<file path="config.mk">
export PLATFORM = sky130hd
export DESIGN_NAME = mp_add_sequencer
export DESIGN_NICKNAME = d
export VERILOG_FILES = /design/src/rtl/mp_add_sequencer.sv
export SDC_FILE = /design/constraint.sdc
export NUM_CORES = 1
export LEC_CHECK = 0
export ABC_AREA = 1
export CAP_MARGIN = 30
export CORE_ASPECT_RATIO = 1.4
export CORE_UTILIZATION = 50
export DETAILED_ROUTE_END_ITERATION = 8
export GPL_TIMING_DRIVEN = 0
export PLACE_DENSITY = 0.86
export SLEW_MARGIN = 40
export SYNTH_ARGS = -nofsm -noshare
export SYNTH_HDL_FRONTEND = slang
export SYNTH_SLANG_ARGS = --single-unit
</file>
<file path="constraint.sdc">
create_clock -name CLK -period 9.8 [get_ports CLK]
set_clock_uncertainty 0.2 [all_clocks]
set_input_delay 1.47 -clock CLK [delete_from_list [all_inputs] [get_ports CLK]]
set_output_delay 1.47 -clock CLK [all_outputs]
set_load 0.005 [all_outputs]
</file>
<file path="src/rtl/mp_add_sequencer.sv">
// Multi-precision add/subtract sequencer: one 32-bit Brent-Kung adder is reused
// over WORDS cycles, with the inter-slice carry chained through a register.

module bkadder (
    input  logic [31:0] a,
    input  logic [31:0] b,
    input  logic        cin,
    output logic [31:0] sum,
    output logic        cout
);
    logic [31:0] p;
    logic [31:0] gg;
    logic [31:0] pp;
    logic [32:0] c;

    always_comb begin
        p  = a ^ b;
        gg = a & b;
        pp = p;
        // Fold the carry-in into bit 0 so every prefix group already includes it.
        gg[0] = gg[0] | (p[0] & cin);
        for (int d = 1; d < 32; d = d * 2) begin
            for (int i = 2 * d - 1; i < 32; i = i + 2 * d) begin
                gg[i] = gg[i] | (pp[i] & gg[i-d]);
                pp[i] = pp[i] & pp[i-d];
            end
        end
        for (int d = 8; d >= 1; d = d / 2) begin
            for (int i = 3 * d - 1; i < 32; i = i + 2 * d) begin
                gg[i] = gg[i] | (pp[i] & gg[i-d]);
            end
        end
        c    = {gg, cin};
        sum  = p ^ c[31:0];
        cout = c[32];
    end
endmodule

module mp_add_sequencer #(
    parameter int WORDS = 4
) (
    input  logic                  CLK,
    input  logic                  RST_N,
    input  logic                  IN_VALID,
    output logic                  IN_READY,
    input  logic                  SUB,
    input  logic [32*WORDS-1:0]   A,
    input  logic [32*WORDS-1:0]   B,
    output logic                  OUT_VALID,
    input  logic                  OUT_READY,
    output logic [32*WORDS-1:0]   SUM,
    output logic                  COUT,
    output logic                  OVF
);
    localparam int W     = 32 * WORDS;
    localparam int IDX_W = (WORDS > 1) ? $clog2(WORDS) : 1;

    typedef enum logic [1:0] {IDLE, RUN, DONE} state_t;

    state_t           state;
    state_t           state_nxt;
    logic [IDX_W-1:0] idx;
    logic [W-1:0]     opa_reg;
    logic [W-1:0]     opb_reg;
    logic             carry_reg;
    logic [31:0]      slice_a;
    logic [31:0]      slice_b;
    logic [31:0]      slice_sum;
    logic             slice_cout;
    logic             last_slice;
    logic             accept;

    function automatic logic ovf_calc(input logic a_msb, input logic b_msb, input logic s_msb);
        return (a_msb ~^ b_msb) & (s_msb ^ a_msb);
    endfunction

    assign accept     = IN_VALID & IN_READY;
    assign last_slice = (idx == IDX_W'(WORDS - 1));
    assign slice_a    = opa_reg[32*idx +: 32];
    assign slice_b    = opb_reg[32*idx +: 32];

    bkadder u_bkadder (
        .a    (slice_a),
        .b    (slice_b),
        .cin  (carry_reg),
        .sum  (slice_sum),
        .cout (slice_cout)
    );

    always_ff @(posedge CLK) begin
        if (!RST_N) begin
            state <= IDLE;
        end else begin
            state <= state_nxt;
        end
    end

    always_comb begin
        state_nxt = state;
        case (state)
            IDLE:    if (accept) state_nxt = RUN;
            RUN:     if (last_slice) state_nxt = DONE;
            DONE:    if (OUT_READY) state_nxt = IDLE;
            default: state_nxt = IDLE;
        endcase
    end

    always_comb begin
        IN_READY  = (state == IDLE) & RST_N;
        OUT_VALID = (state == DONE);
    end

    // Operands are only ever consumed after an accept, so they need no reset.
    always_ff @(posedge CLK) begin
        if (accept) begin
            opa_reg <= A;
            opb_reg <= SUB ? ~B : B;
        end
    end

    always_ff @(posedge CLK) begin
        if (!RST_N) begin
            SUM       <= '0;
            COUT      <= 1'b0;
            OVF       <= 1'b0;
            carry_reg <= 1'b0;
            idx       <= '0;
        end else begin
            case (state)
                IDLE: begin
                    if (accept) begin
                        carry_reg <= SUB;
                        idx       <= '0;
                    end
                end
                RUN: begin
                    SUM[32*idx +: 32] <= slice_sum;
                    if (last_slice) begin
                        COUT <= slice_cout;
                        OVF  <= ovf_calc(opa_reg[W-1], opb_reg[W-1], slice_sum[31]);
                    end else begin
                        carry_reg <= slice_cout;
                        idx       <= idx + 1'b1;
                    end
                end
                default: ;
            endcase
        end
    end
endmodule

</file>
Word-level counts from Yosys, hierarchy flattened
Index checks and enable logic that the tools add are counted.
{"block": "classes", "add_sub_neg": 2, "eq_ne": 7, "n_shift": 4, "mux": 12, "n_bitwise": 151, "reduce_logical": 5}
{"cell": "variable part select 128 x 8 -> 32 bit", "n": 2}
{"cell": "bitwise mux 128 bit", "n": 1}
{"cell": "two-way mux 128 bit", "n": 1}
{"cell": "NOT 128 bit", "n": 1}
{"cell": "variable shift 32 x 34 -> 128 bit, first input constant", "n": 1}
{"cell": "variable part select 32 x 34 -> 128 bit", "n": 1}
{"cell": "bitwise AND 1 bit", "n": 87}
{"cell": "bitwise XOR 32 bit", "n": 2}
{"cell": "bitwise OR 1 bit", "n": 58}
{"cell": "negation 7 -> 34 bit", "n": 1}
{"cell": "bitwise AND 32 bit", "n": 1}
{"cell": "two-way mux 2 bit", "n": 5}
{"cell": "inequality test 2 bit, second input constant", "n": 3}
{"cell": "case mux 2 bit (3 select lines)", "n": 1}
{"cell": "AND reduction 3 bit", "n": 2}
{"cell": "== test 2 bit, second input constant", "n": 2}
{"cell": "case mux 2 bit (2 select lines)", "n": 1}
{"cell": "adder 2 x 1 -> 2 bit, second input constant", "n": 1}
{"cell": "== test 2 x 1 -> 1 bit, second input constant", "n": 1}
{"cell": "zero test 2 bit", "n": 1}
{"cell": "two-way mux 1 bit", "n": 2}
{"cell": "inequality test 2 x 1 -> 1 bit, second input constant", "n": 1}
{"cell": "case mux 1 bit (2 select lines)", "n": 1}
{"cell": "AND reduction 2 bit", "n": 1}
{"cell": "3 further kinds", "n": 3}
{"block": "totals", "register_bits": 391, "input_bits": 261, "output_inout_bits": 132, "word_cells": 189}

Depth between registers and ports, before layout
{"block": "logic_depth", "depth_word": 23, "ltp_mapped": 29, "ltp_nobuf": 26}

Modules after synthesis
From an unflattened synthesis, not the netlist that was laid out.
{"block": "unflattened", "hier_cells": 1678, "hier_area_um2": 17495.5}
{"module": "mp_add_sequencer", "instances": 1, "cells_per_inst": 1500, "area_per_inst_um2": 16130.5, "seq_area_each_um2": 10390.0}
{"module": "bkadder", "instances": 1, "cells_per_inst": 178, "area_per_inst_um2": 1365.1, "seq_area_each_um2": 0.0}

Worst setup path after synthesis
Ideal clock, no wire load.
{"block": "synth_path", "path_kind": "input -> register", "from": "in RST_N", "to": "reg opa_reg[0], enable pin", "t_arrival_ns": 6.794, "required_ns": 8.993, "path_slack_ns": 2.199, "cell_stages": 4, "cell_sequence": "inv_2 -> nor3_1 -> nand2_1 -> inv_1"}
{"block": "synth_via", "elab_chain_cells": 2}
{"element": "start, declared", "line": "43", "source": "input logic RST_N,"}
{"element": "bitwise AND 1 bit", "line": "109", "source": "IN_READY = (state == IDLE) & RST_N;"}
{"element": "named net IN_READY", "line": "45", "source": "output logic IN_READY,"}
{"element": "bitwise AND 1 bit", "line": "77", "source": "assign accept = IN_VALID & IN_READY;"}
{"element": "named net accept", "line": "71", "source": "logic accept;"}
{"element": "end signal, assigned", "line": "116", "source": "opa_reg <= A;"}
{"element": "end, declared", "line": "63", "source": "logic [W-1:0] opa_reg;"}
The timed path passes the listed nets, and every way through them passes these cells.
A chain may end at the register's enable or synchronous reset.

Worst setup path after layout
{"block": "layout_path", "from": "reg idx[0]", "to": "reg SUM[88]"}
{"block": "layout_via", "elab_chain_cells": 23}
{"element": "start, declared", "line": "62", "source": "logic [IDX_W-1:0] idx;"}
{"element": "start signal, assigned", "line": "143", "source": "idx <= idx + 1'b1;"}
{"element": "variable part select 128 x 8 -> 32 bit (on tied branches)", "line": "79, 80"}
{"element": "bitwise XOR 32 bit", "line": "17", "source": "p = a ^ b;"}
{"element": "bitwise AND 1 bit", "line": "21", "source": "gg[0] = gg[0] | (p[0] & cin);"}
{"element": "bitwise OR 1 bit", "line": "21"}
{"element": "bitwise AND 1 bit", "line": "24", "source": "gg[i] = gg[i] | (pp[i] & gg[i-d]);"}
{"element": "bitwise OR 1 bit", "line": "24"}
{"element": "bitwise AND 1 bit", "line": "24"}
{"element": "bitwise OR 1 bit", "line": "24"}
{"element": "(+7 left out)"}
{"element": "bitwise OR 1 bit", "line": "30", "source": "gg[i] = gg[i] | (pp[i] & gg[i-d]);"}
{"element": "bitwise AND 1 bit", "line": "30"}
{"element": "bitwise OR 1 bit", "line": "30"}
{"element": "bitwise AND 1 bit", "line": "30"}
{"element": "bitwise OR 1 bit", "line": "30"}
{"element": "bitwise XOR 32 bit", "line": "34", "source": "sum = p ^ c[31:0];"}
{"element": "variable part select 32 x 34 -> 128 bit", "line": "137", "source": "SUM[32*idx +: 32] <= slice_sum;"}
{"element": "bitwise mux 128 bit (*)", "line": "137"}
{"element": "end signal, assigned by index", "line": "137"}
{"element": "end, declared", "line": "51", "source": "output logic [32*WORDS-1:0] SUM,"}
Mark *: on every way between the ends. The rest lies on a longest branch, timed or not.

==> results by group <==
Synth
  – Yosys reg bits: 391
  – Synth top area share: 45.1%
  – Most common cell in the netlist: edfxtp_1
  – Yosys warnings: 0
  – Mapped cell area: 17100 sq um
  – Register area share after synthesis: 60.9%
  – Commonest cells in the netlist: 256 x edfxtp_1, 252 x nand2_1, 165 x nor2_1, 135 x dfxtp_1, 135 x xor2_1
  – Area leader, netlist: edfxtp_1
  – Post-synth EDFFs: 256
  – FFs w/ async S/R, synth: 0%
  – Avg Inst Size Synth: 10.8 sq um
  – Dominant synthesized flop cell: edfxtp_1
  – Syn nets: 1900
  – Mapped Cells: 1586
  – Post-synthesis cell type count: 40
  – Synth top area cells: edfxtp_1 45%, dfxtp_1 16%, xor2_1 6.9%, nand2_1 5.5%, nor2_1 3.6%

Route
  – Drt total wl: 57.5 mm
  – Via Count: 14.3k
  – Initial DRC Count: 1279
  – WL/cell: 23.0 microns
  – Vias per std cell: 5.72
  – Residual DRC count: 0
  – Drt pass-1 iters: 5
  – DRT antenna net count: 0

STA
  – Final min period: 5.68 ns
  – Max frequency: 0.176 GHz
  – # setup viols final: 0
  – RSZ-0062 raised after global routing: false
  – Final hold violations: 0
  – Slew @ Worst Pin: 0.836 ns
  – Final Max Tran Viols: 0
  – Worst slew margin: 44.3%
  – Fin crit share: 58.0%

Die
  – Ports: 393
  – Row cnt: 79
  – Placeable Area: 33400 sq um
  – Effective utilization at floorplan: 51.1%
  – Die Width: 158 microns
  – Die height: 221 microns
  – DIE AREA: 34900 sq um

Worst hold path
  – Hold path startpoint: SUM[124]$_SDFFE_PN0P_
  – HP Class: flip-flop to flip-flop
  – Hold-critical path depth: 2
  – Hold worst-path end: SUM[124]$_SDFFE_PN0P_

Global route
  – Initial antenna violation count: 13
  – First-pass GRT wire length: 83.6 mm
  – Number of global-route vias before repair: 14.7k
  – Largest net degree at the start of global routing: 86
  – Total GRT Usage: 33.2%
  – Grt ovf: 0

Clock network
  – Root buffer cell: clkbuf_16
  – Buffer count from post-CTS setup fixing: 0
  – CTS-repair resized insts: 0
  – Post-CTS Hold Buffers: 0
  – CTS tree: built
  – Clock Sinks: 391
  – Total CTS buffers: 37
  – Clock-pin slew on the worst setup and hold paths: 0.07 ns
  – Max Root-Sink Buffers: 3
  – Clock latency on the worst-skew pair: 0.54 ns
  – CTS HTree Levels: 2

Setup path
  – WS Path Type: flip-flop to flip-flop
  – Type of origin of the critical path: flip-flop
  – R2R Setup Slk: 4.12 ns
  – Worst EP required: 10.01 ns
  – Worst Path Arrival: 5.89 ns
  – Worst R2R Start: idx[0]$_SDFFE_PN0P_
  – CP max FO: 10
  – R2r worst-path depth: 23
  – R2R Path End: SUM[88]$_SDFFE_PN0P_
  – Setup crit end kind: flip-flop

Final layout
  – Final instance area: 22900 sq um
  – Share of cells above drive strength 1: 4.98%
  – Sequential cell area: 10400 sq um
  – Fin nets: 2333
  – Fillcell total: 2416
  – Area grow syn2layout: 34.1%
  – Multi-input gate area: 5930 sq um
  – Final cell utilization of the core: 68.5%

Place
  – Post-DP HPWL: 43.0 mm
  – Placed cell area: 21600 sq um
  – Port bufs: 391
  – Gpl congestion: 0.926

Pwr
  – Static leakage: 8.35 nW
  – Maximum VDD drop: 0.146 mV
  – Pwr/cell area: 179 nW/um^2

Run
  – Max-Cap Viols: 0

Status
  – Status: finished, final reports clean
==> area by class of cell <==
class                           count  share of cell area (%)
Clock inverter                     19                   0.755
Sequential cell                   391                    45.4
Timing Repair Buffer              394                    17.5
Tap cell                          445                    2.43
Clock buffer                       48                    4.63
Multi-Input combinational cell   1013                    25.9
Buffer                            105                    1.98
Inverter                           77                    1.30
Antenna cell                       13                   0.142
==> metrics by stage <==
stage | worst slack (ns) | total power [mW] | TNS (ns) | cells | hold slack, ns
global placement | -0.144 | 2.62 | -32.70 | 2422 | 0.255
finish | 4.12 | 4.09 | 0 | 2505 | 0.269
detailed placement | 4.18 | 2.63 | 0 | 2425 | 0.258
CTS | 4.16 | 4.07 | 0 | 2492 | 0.268
floorplan | 2.20 | 2.27 | 0 | 1586 | 0.262
global route | 3.72 | 4.20 | 0 | 2505 | 0.291
==> per-layer routing <==
| layer | wire length (microns) | global-route usage (%) | up-vias | part of all wire, % |
|---|---|---|---|---|
| met1 | 18700 | 34.6 | 6802 | 32 |
| li1 | - | - | 6358 | - |
| met5 | 12 | 0 | - | 0.021 |
| met3 | 4290 | 5.21 | 251 | 7.5 |
| met2 | 29900 | 58.7 | 914 | 52 |
| met4 | 4630 | 26.9 | 2 | 8.0 |
==> logic make-up (layout without fill, tap and decap cells) <==
group / Yosys count / after routing / share of synthesized area, %
other cells: 0 / 13 / 0
flops: 391 / 391 / 60.9
fa+ha+maj: 53 / 53 / 4.64
buf+inv: 182 / 643 / 4.35
simple gates: 484 / 484 / 11.4
compound gates: 334 / 334 / 11.4
xor+xnor: 142 / 142 / 7.29
==> worst max-delay path, stage by stage, from the launching register on <==
cell      delay [ns]
dfxtp_1         0.43
buf_2           0.31
inv_2           0.25
buf_2           0.37
clkbuf_1        0.68
nor2_1          0.08
o22ai_1         0.35
fa_1            0.23
inv_1           0.05
fa_1            0.41
inv_1           0.07
nand3_1         0.06
nand2_1         0.12
nand2_1         0.06
nand2_1         0.11
nand2_1         0.07
nand2_1         0.17
nand2_1         0.08
nand2_1         0.18
inv_1           0.09
fa_1            0.61
inv_1           0.21
a32oi_1         0.27
nor2_1          0.06
==> how the worst max path moves through the flow <==
| stage | to | from | cells after the start | slack, ns |
|---|---|---|---|---|
| 5_1_grt | OVF$_SDFFE_PN0P_ | idx[0]$_SDFFE_PN0P_ | 29 | 3.72 |
| 3_5_place_dp | SUM[54]$_SDFFE_PN0P_ | idx[0]$_SDFFE_PN0P_ | 25 | 4.18 |
| 2_1_floorplan | opa_reg[0]$_DFFE_PP_ | RST_N | 4 | 2.20 |
| 6_report | SUM[88]$_SDFFE_PN0P_ | idx[0]$_SDFFE_PN0P_ | 23 | 4.12 |
| 4_1_cts | SUM[54]$_SDFFE_PN0P_ | idx[0]$_SDFFE_PN0P_ | 25 | 4.16 |
| 3_3_place_gp | opa_reg[125]$_DFFE_PP_ | RST_N | 5 | -0.14 |
==> power breakdown <==
group	switching, mW	internal (mW)	leakage, nW
registers	0.0238	1.84	3.47
clock network	0.622	0.845	0.610
logic	0.479	0.278	4.26
==> layout by cell type (no fill, tap or decap), drive strengths merged <==
cell and instances:
clkdlybuf4s50 391, edfxtp 256, nand2 254, nor2 167, dfxtp 135, xor2 135
clkbuf 116, a21oi 113, o21ai 99, inv 79, o22ai 48, a22oi 41
buf 40, ha 36, nand3 32, nor3 26, a32oi 22, fa 17
clkinv 14, diode 13, xnor2 7, bufinv 3, a32o 2, a31oi 2
o21bai 2, nor4 2, o21a 1, nand4 1, a21o 1, or2 1
and3 1, a211oi 1, a21boi 1, o31ai 1
Note: power is estimated with default switching activity, not from simulation.
